--- src/rtl/fb_pkg.sv ---
// Shared types for the frame-buffer write arbiter: arbiter states, pixel and FIFO entry layout.
package fb_pkg;

  localparam int unsigned FB_H_RES  = 640;
  localparam int unsigned FB_V_RES  = 480;
  localparam int unsigned FB_ADDR_W = 20;

  // State names the command currently presented to the SRAM controller
  typedef enum logic [1:0] {
    StIdle  = 2'd0,
    StRead  = 2'd1,
    StWrite = 2'd2
  } arb_state_e;

  // {R[4:0], G[5:0], B[4:0]}
  typedef logic [15:0] rgb565_t;

  // Reference FIFO entry layout at the default address width
  typedef struct packed {
    logic [FB_ADDR_W-1:0] addr;
    rgb565_t              data;
  } fb_entry_t;

endpackage

--- src/rtl/fb_sync_fifo.sv ---
// Single-clock circular FIFO with wrap-bit pointers and a registered occupancy count.
// Head entry is read combinationally; push while full is legal only together with pop.
module fb_sync_fifo #(
  parameter int unsigned WIDTH = 36,
  parameter int unsigned DEPTH = 16
) (
  input  logic                     clk,
  input  logic                     rst_n,
  input  logic                     push,
  input  logic                     pop,
  input  logic [WIDTH-1:0]         wdata,
  output logic [WIDTH-1:0]         rdata,
  output logic                     full,
  output logic                     empty,
  output logic [$clog2(DEPTH):0]   level
);

  localparam int unsigned PTR_W = $clog2(DEPTH);

  logic [WIDTH-1:0] mem [DEPTH];
  logic [PTR_W:0]   wr_ptr_q;
  logic [PTR_W:0]   rd_ptr_q;
  logic [PTR_W:0]   level_q;

  assign empty = (wr_ptr_q == rd_ptr_q);
  assign full  = (wr_ptr_q[PTR_W] != rd_ptr_q[PTR_W]) &&
                 (wr_ptr_q[PTR_W-1:0] == rd_ptr_q[PTR_W-1:0]);
  assign rdata = mem[rd_ptr_q[PTR_W-1:0]];
  assign level = level_q;

  // Storage array; contents are don't-care until written, so no reset
  always_ff @(posedge clk) begin
    if (push) begin
      mem[wr_ptr_q[PTR_W-1:0]] <= wdata;
    end
  end

  // Pointer and occupancy bookkeeping
  always_ff @(posedge clk or negedge rst_n) begin
    if (!rst_n) begin
      wr_ptr_q <= '0;
      rd_ptr_q <= '0;
      level_q  <= '0;
    end else begin
      if (push) wr_ptr_q <= wr_ptr_q + 1'b1;
      if (pop)  rd_ptr_q <= rd_ptr_q + 1'b1;
      if (push && !pop)      level_q <= level_q + 1'b1;
      else if (pop && !push) level_q <= level_q - 1'b1;
    end
  end

endmodule

--- src/rtl/fb_write_arbiter.sv ---
// Decimates camera pixels into a write FIFO and shares the single-port SRAM between VGA
// reads (always first) and buffered camera writes. All SRAM command outputs are registered.
// Optional build macro FB_DROP_COUNT_EN adds a saturating lost-pixel counter port drop_count.
module fb_write_arbiter
  import fb_pkg::*;
#(
  parameter int unsigned FIFO_DEPTH = 16,
  parameter int unsigned H_RES      = FB_H_RES,
  parameter int unsigned V_RES      = FB_V_RES,
  parameter int unsigned ADDR_W     = FB_ADDR_W
) (
  input  logic                          Clk,
  input  logic                          Reset_n,
  input  logic                          pix_valid,
  input  logic [15:0]                   pix_data,
  input  logic [10:0]                   pix_x,
  input  logic [10:0]                   pix_y,
  input  logic                          rd_req,
  input  logic [ADDR_W-1:0]             rd_addr,
  input  logic                          sram_ready,
  output logic [ADDR_W-1:0]             sram_addr,
  output logic                          sram_read,
  output logic                          sram_write,
  output logic [15:0]                   sram_wdata,
  output logic [$clog2(FIFO_DEPTH):0]   fifo_level,
  output logic                          overflow
`ifdef FB_DROP_COUNT_EN
  ,
  output logic [15:0]                   drop_count
`endif
);

  typedef struct packed {
    logic [ADDR_W-1:0] addr;
    rgb565_t           data;
  } entry_t;

  arb_state_e  state_q;
  entry_t      push_entry;
  entry_t      head_entry;
  logic [31:0] x_ext;
  logic [31:0] y_ext;
  logic        pix_accept;
  logic        advance;
  logic        push;
  logic        pop;
  logic        drop;
  logic        fifo_full;
  logic        fifo_empty;

  // Keep only even rows/columns that land inside the frame
  assign x_ext      = 32'(pix_x);
  assign y_ext      = 32'(pix_y);
  assign pix_accept = pix_valid && !pix_x[0] && !pix_y[0] &&
                      (x_ext < 2 * H_RES) && (y_ext < 2 * V_RES);

  assign push_entry.addr = ADDR_W'(pix_y >> 1) * ADDR_W'(H_RES) + ADDR_W'(pix_x >> 1);
  assign push_entry.data = pix_data;

  // A stalled command must stay on the bus until the controller takes it
  assign advance = (state_q == StIdle) || sram_ready;
  assign pop     = advance && !rd_req && !fifo_empty;
  assign push    = pix_accept && (!fifo_full || pop);
  assign drop    = pix_accept && fifo_full && !pop;

  fb_sync_fifo #(
    .WIDTH ($bits(entry_t)),
    .DEPTH (FIFO_DEPTH)
  ) u_fifo (
    .clk   (Clk),
    .rst_n (Reset_n),
    .push  (push),
    .pop   (pop),
    .wdata (push_entry),
    .rdata (head_entry),
    .full  (fifo_full),
    .empty (fifo_empty),
    .level (fifo_level)
  );

  // Command register: reads win, queued writes fill the remaining slots
  always_ff @(posedge Clk or negedge Reset_n) begin
    if (!Reset_n) begin
      state_q    <= StIdle;
      sram_addr  <= '0;
      sram_read  <= 1'b0;
      sram_write <= 1'b0;
      sram_wdata <= '0;
    end else if (advance) begin
      if (rd_req) begin
        state_q    <= StRead;
        sram_addr  <= rd_addr;
        sram_read  <= 1'b1;
        sram_write <= 1'b0;
      end else if (!fifo_empty) begin
        state_q    <= StWrite;
        sram_addr  <= head_entry.addr;
        sram_wdata <= head_entry.data;
        sram_read  <= 1'b0;
        sram_write <= 1'b1;
      end else begin
        state_q    <= StIdle;
        sram_read  <= 1'b0;
        sram_write <= 1'b0;
      end
    end
  end

  // Sticky lost-pixel flag
  always_ff @(posedge Clk or negedge Reset_n) begin
    if (!Reset_n) begin
      overflow <= 1'b0;
    end else if (drop) begin
      overflow <= 1'b1;
    end
  end

`ifdef FB_DROP_COUNT_EN
  // Saturating count of lost pixels
  always_ff @(posedge Clk or negedge Reset_n) begin
    if (!Reset_n) begin
      drop_count <= '0;
    end else if (drop && (drop_count != 16'hFFFF)) begin
      drop_count <= drop_count + 16'd1;
    end
  end
`endif

endmodule

--- config.mk ---
export PLATFORM = sky130hd
export DESIGN_NAME = fb_write_arbiter
export DESIGN_NICKNAME = d
export VERILOG_FILES = /design/src/rtl/fb_pkg.sv /design/src/rtl/fb_sync_fifo.sv /design/src/rtl/fb_write_arbiter.sv
export SDC_FILE = /design/constraint.sdc
export NUM_CORES = 1
export LEC_CHECK = 0
export BUFFER_PORTS_ARGS = -buffer_cell sky130_fd_sc_hd__clkbuf_2
export CORE_MARGIN = 4
export CORE_UTILIZATION = 45
export DETAILED_ROUTE_END_ITERATION = 7
export PLACE_DENSITY = 0.71
export SLEW_MARGIN = 5
export SYNTH_ARGS = -nofsm -noshare
export SYNTH_HDL_FRONTEND = slang
export SYNTH_SLANG_ARGS = --single-unit
--- constraint.sdc ---
create_clock -name Clk -period 10.7 [get_ports Clk]
set_clock_uncertainty 0.05 [all_clocks]
set_input_delay 0.535 -clock Clk [delete_from_list [all_inputs] [get_ports Clk]]
set_output_delay 0.535 -clock Clk [all_outputs]
set_load 0.005 [all_outputs]
Yosys cells after proc, flatten, opt, wreduce, memory -nomap -nowiden
Memories as Yosys holds them, arrays and structs flattened.
Index checks and enable logic that the tools add are counted.
{ "totals": {"ramBits": 576, "register_bits": 56, "n_memories": 1} }
{ "classes": {"mul": 1, "n_mux": 11, "reduce_logical": 25, "add_sub_neg": 5, "bitwise": 2, "n_eq_ne": 4, "n_lt_le_gt_ge": 2} }
{ "mem_list": {"columns": ["name", "words", "word_bits", "read_ports", "rd_ports_with_merged_regs", "wr", "line_no", "text"], "rows": [
  ["u_fifo.mem", 16, 36, 1, 0, 1, "fb_sync_fifo.sv:20", "logic [WIDTH-1:0] mem [DEPTH];"]
]} }
{ "op_table": {"columns": ["cell", "count"], "rows": [
  ["two-way mux 20 bit", 2],
  ["adder 20 x 10 -> 20 bit", 1],
  ["adder 5 x 1 -> 5 bit (second input constant)", 3],
  ["multiplier 10 x 3 -> 13 bit (second input constant)", 1],
  ["logical AND 1 bit", 12],
  ["less-than comparator 11 x 10 -> 1 bit (second input constant)", 1],
  ["less-than comparator 11 bit (second input constant)", 1],
  ["two-way mux 5 bit", 2],
  ["zero test 1 bit", 7],
  ["equality test 5 bit", 1],
  ["two-way mux 1 bit", 5],
  ["subtractor 5 x 1 -> 5 bit (second input constant)", 1],
  ["equality test 4 bit", 1],
  ["two-way mux 2 bit", 2],
  ["AND reduction 3 bit", 1],
  ["zero test 2 bit", 1],
  ["logical OR 1 bit", 2],
  ["!= test 2 bit (second input constant)", 1],
  ["NOT 1 bit", 2],
  ["AND reduction 2 bit", 1],
  ["nonzero test 2 bit", 1],
  ["!= test 1 bit", 1]
]} }

Longest topological paths before layout
{ "depth": {"word_depth": 10, "mapped_depth": 15} }

Modules after synthesis
From an unflattened synthesis, not the netlist that was laid out.
{ "hier_totals": {"hier_cells": 1245, "hier_area_um2": 24912.6} }
{ "modules_own_cells": {"columns": ["module", "n_inst", "area_per_inst_um2", "cells_per_inst"], "rows": [
  ["fb_sync_fifo", 1, 22520.3, 987],
  ["fb_write_arbiter", 1, 2392.3, 258]
]} }

Least setup slack after synthesis
No wires, ideal clock.
{ "synth_path": {"kind": "in2reg", "startpoint": "in pix_x[0]", "endpoint": "mem u_fifo.mem[3][0], enable pin", "stages": 5, "slack_ps": 6107, "t_arrival_ps": 4069, "required_ps": 10176, "n_path_buf": 0, "path_cell_list": "nor4b_1 nand3_1 nor2_1 nand2_1 nor3_1"} }
{ "synth_via": {"elab_chain_cells": 8} }
{ "synth_lines": {"columns": ["element", "line_no", "text"], "rows": [
  ["from (decl)", "fb_write_arbiter.sv:16", "input logic [10:0] pix_x,"],
  ["branches (longest 3 deep; another with less-than comparator 11 bit)", null, null],
  ["logical AND 1 bit (*)", "fb_write_arbiter.sv:54", "assign pix_accept = pix_valid && !pix_x[0] && !pix_y[0] &&"],
  ["logical AND 1 bit (*)", "fb_write_arbiter.sv:55", "(x_ext < 2 * H_RES) && (y_ext < 2 * V_RES);"],
  ["logical AND 1 bit (*)", "fb_write_arbiter.sv:63", "assign push = pix_accept && (!fifo_full || pop);"],
  ["named net push", "fb_write_arbiter.sv:45", "logic push;"],
  ["two-way mux 1 bit (*)", "fb_sync_fifo.sv:33", "if (push) begin"],
  ["two-way mux 1 bit (not written as such) (*)", "fb_sync_fifo.sv:34", "mem[wr_ptr_q[PTR_W-1:0]] <= wdata;"],
  ["to (decl)", "fb_sync_fifo.sv:20", null]
]} }
Mark *: on every way through the listed nets, which the timed path passes.

Worst setup path in the final report
{ "layout_path": {"startpoint": "reg u_fifo.rd_ptr_q[1]", "endpoint": "mem u_fifo.mem[3][17], enable pin"} }
{ "layout_via": {"elab_chain_cells": 7} }
{ "layout_lines": {"columns": ["element", "line_no", "text"], "rows": [
  ["from (decl)", "fb_sync_fifo.sv:22", "logic [PTR_W:0] rd_ptr_q;"],
  ["from (signal assigned)", "fb_sync_fifo.sv:46", "if (pop) rd_ptr_q <= rd_ptr_q + 1'b1;"],
  ["equality test 5 bit or equality test 4 bit (tied branches)", "fb_sync_fifo.sv:25, fb_sync_fifo.sv:27", null],
  ["zero test 1 bit or logical AND 1 bit (tied branches)", null, null],
  ["logical AND 1 bit or zero test 1 bit (tied branches)", "fb_write_arbiter.sv:62, fb_write_arbiter.sv:63", null],
  ["logical OR 1 bit (*)", "fb_write_arbiter.sv:63", null],
  ["logical AND 1 bit (*)", "fb_write_arbiter.sv:63", null],
  ["named net push", "fb_write_arbiter.sv:45", null],
  ["two-way mux 1 bit (*)", "fb_sync_fifo.sv:33", null],
  ["two-way mux 1 bit (not written as such) (*)", "fb_sync_fifo.sv:34", null]
]} }
Mark *: on every way through the listed nets, which the timed path passes. The rest lies on a longest branch.

==> run_results.csv <==
group,metric,value,unit
status,status,"completed",
floorplanning,die-height,243,um
clock_tree,cts_buffers,60,
sta,fin_crit_sh,0.400,
clock_tree,cts_tree,"done",
detailed_routing,ant_nets,0,
detailed_routing,viasPerCell,5.83,
flow_run,maxCapViolations,0,
cells_and_area,fin_util,0.522,
cells_and_area,final_nets,1377,
grt,grt_pass1_vias,12300,
detailed_routing,first_pass_iters,5,
synthesis,synth_area_leaders,"edfxtp_1, mux4_2, dfrtp_1",
clock_tree,cts_resized,0,
worst_setup_path,reg2reg_setup_slack,6420,ps
detailed_routing,vias,11800,
clock_tree,clockBufferDepth,3,
sta,hold_violations,0,
pwr,combPwrFrac,0.250,
clock_tree,hold_buffers,0,
cells_and_area,nFillCells,4179,
clock_tree,root_buffer,"clkbuf_16",
floorplanning,io_pins,107,
floorplanning,core_area,54200,sq um
clock_tree,clkTransAtPathRegs,60,ps
placement,port_buffers,106,
pwr,internal_power,4950,uW
sta,relSlewSlack,0.136,
pwr,clock_power_share,0.308,
cells_and_area,drive_gt1_frac,0.342,
placement,place.gp.congestion,0.797,
synthesis,ys_seq_area_frac,0.752,
pwr,seq_power_share,0.442,
floorplanning,die_w,243,um
synthesis,synth_area_per_cell,21.8,sq um
detailed_routing,wl_per_cell,26.6,um
pwr,power_leakage,0.00942,uW
detailed_routing,drt_wl_total,54000,um
grt,grt_max_degree,62,
hold_path,hp-class,"input pin to async pin",
synthesis,synthTopCellsByCount,"edfxtp_1, mux4_2, nand2_1",
worst_setup_path,critPathArrivalTime,4470,ps
pwr,irDropWorstVdd,0.139,mV
floorplanning,initial_utilization,0.457,
clock_tree,clk_latency,620,ps
sta,fin_crit,4280,ps
synthesis,syn_inst,1136,
synthesis,yosysMostFrequentCell,"edfxtp_1",
clock_tree,clock_sinks,630,
sta,holdWs,5.30,ps
grt,grt_overflow,0,
cells_and_area,areaGrowthSynthToFinish,14.1,%
synthesis,syn_area,24800,sq um
synthesis,synth_top_area_cell,"edfxtp_1",
synthesis,synth-edff-count,576,
worst_setup_path,crit_fanout,61,
synthesis,synth_cell_types,39,
worst_setup_path,end_kind,"flop",
synthesis,syn-num-nets,1230,
synthesis,ys_async_sr_fraction,0.0857,
detailed_routing,drtIter0Drc,1119,
pwr,net-switching-power,1890,uW
floorplanning,num_rows,85,
grt,grt_usage,0.185,
floorplanning,die_area,58900,sq um
synthesis,yosysTopAreaCellShare,0.697,
sta,rsz0062_at_grt,"false",
sta,fmaxAchievable,233,MHz
synthesis,yosys_register_bits,630,
detailed_routing,drc_errors,0,
worst_setup_path,path_class,"flop to flop",
worst_setup_path,worstPathRequired,10890,ps
cells_and_area,insertedDiodeCount,0,
clock_tree,post-cts-setup-buffers,0,
synthesis,synth_warnings,0,
sta,setup_violations,0,
sta,tightest_slew,1290,ps
grt,antenna_found_initial,1,
synthesis,yosys_most_used_dff,"edfxtp_1",
worst_setup_path,cp-start-kind,"flop",
grt,grt_pass1_wl,81600,um
pwr,netSwitchingFraction,0.276,
pwr,p_per_area,242,nW/um^2
clock_tree,htreeDepth,2,
sta,tns,0,ps
sta,maxSlewViolCount,0,
placement,hpwl,31900,um
[power groups by stage]
stage          sequential (uW)  combinational, uW  clock (uW)
6_report                  3020               1710        2110
5_1_grt                   3050               1850        2260
3_5_place_dp              3080               1750           0
3_3_place_gp              3070               1730           0
2_1_floorplan             2970               1310           0
4_1_cts                   3030               1760        2140
[per-layer routing]
layer	GRT usage	wire length [um]	share of wire	vias to the layer above
met3	0.0388	4050	0.075	72
li1	-	-	-	5012
met5	0	0	0	-
met4	0.0353	860	0.016	0
met2	0.303	26800	0.50	471
met1	0.261	22300	0.41	6290
[sequential cells by signal, summed over array words and instances, names as in the netlist]
register,cells
state_q,1
u_fifo.level,5
sram_write,1
u_fifo.wr_ptr_q,5
sram_wdata,16
sram_addr,20
overflow,1
u_fifo.rd_ptr_q,5
u_fifo.mem,576
[placed cells by master, fill, tap and decap left out, types with 4 or more instances in the layout]
| cell | netlist | routed |
|---|---|---|
| buf_4 | 3 | 34 |
| clkbuf_2 | 0 | 105 |
| mux4_2 | 180 | 180 |
| xnor2_1 | 28 | 28 |
| edfxtp_1 | 576 | 576 |
| nor3_2 | 0 | 4 |
| a21oi_1 | 6 | 6 |
| clkbuf_16 | 0 | 60 |
| clkinv_1 | 0 | 8 |
| nand2_1 | 55 | 55 |
| dfrtp_1 | 54 | 50 |
| clkbuf_8 | 0 | 4 |
| inv_1 | 12 | 11 |
| a21o_1 | 6 | 6 |
| nor3_1 | 8 | 4 |
| xor2_1 | 5 | 5 |
| o21ai_0 | 9 | 9 |
| ha_1 | 28 | 28 |
| mux2_2 | 18 | 18 |
| nor2_1 | 20 | 8 |
| clkinv_2 | 0 | 16 |
| nand4_1 | 7 | 7 |
| nand3_1 | 44 | 44 |
| bufinv_16 | 0 | 6 |
| clkbuf_1 | 24 | 11 |
| nor2_4 | 0 | 11 |
[metrics by stage]
step	cell area (sq um)	instances	worst slack, ps	total power [uW]
floorplan	24800	1136	6110	4280
global placement	26300	1916	6410	4800
detailed placement	26300	1916	6350	4830
CTS	28300	2029	6320	6930
global route	28300	2030	6080	7150
finish	28300	2030	6420	6840
[final cells by class]
| cell class | instances | area, sq um | area share |
|---|---|---|---|
| repair buffers | 140 | 808 | 0.0286 |
| multi-input cells | 439 | 5960 | 0.210 |
| flip-flops and latches | 630 | 18700 | 0.659 |
| clock buffers | 75 | 1600 | 0.0565 |
| well taps | 696 | 871 | 0.0308 |
| inverters | 12 | 45.0 | 0.00159 |
| clock inverters | 38 | 364 | 0.0129 |
[logic make-up (layout without fill, tap and decap cells)]
kind of cell | count (synthesis) | count (layout) | synth area share
AO/OA/AOI/OAI | 31 | 31 | 0.00827
XOR/XNOR | 33 | 33 | 0.0117
adder cells (fa/ha/maj) | 31 | 31 | 0.0165
buffers and inverters | 67 | 265 | 0.0130
flip-flops | 630 | 630 | 0.752
multiplexers | 198 | 198 | 0.172
AND/OR/NAND/NOR | 146 | 146 | 0.0271
[worst paths after layout]
kind	from	end	depth (start not counted)
min	Reset_n	sram_addr[1]	1
max	u_fifo.rd_ptr_q[1]	u_fifo.mem[3][17]	7
min in group Clk	sram_ready	state_q[0]	2
max reg2reg	u_fifo.rd_ptr_q[1]	u_fifo.mem[3][17]	7
max in group asynchronous	Reset_n	u_fifo.rd_ptr_q[1]	1
min reg2reg	sram_addr[14]	sram_addr[14]	2
[critical path, cell delays in order (launching register included)]
cell and delay [ps]:
dfrtp_4 1060, xnor2_1 150, nand4_1 230, nor3_1 140
nor2_1 720, nand2_1 410, nor3_2 490, buf_4 600
Note: power is estimated with default switching activity, not from simulation.
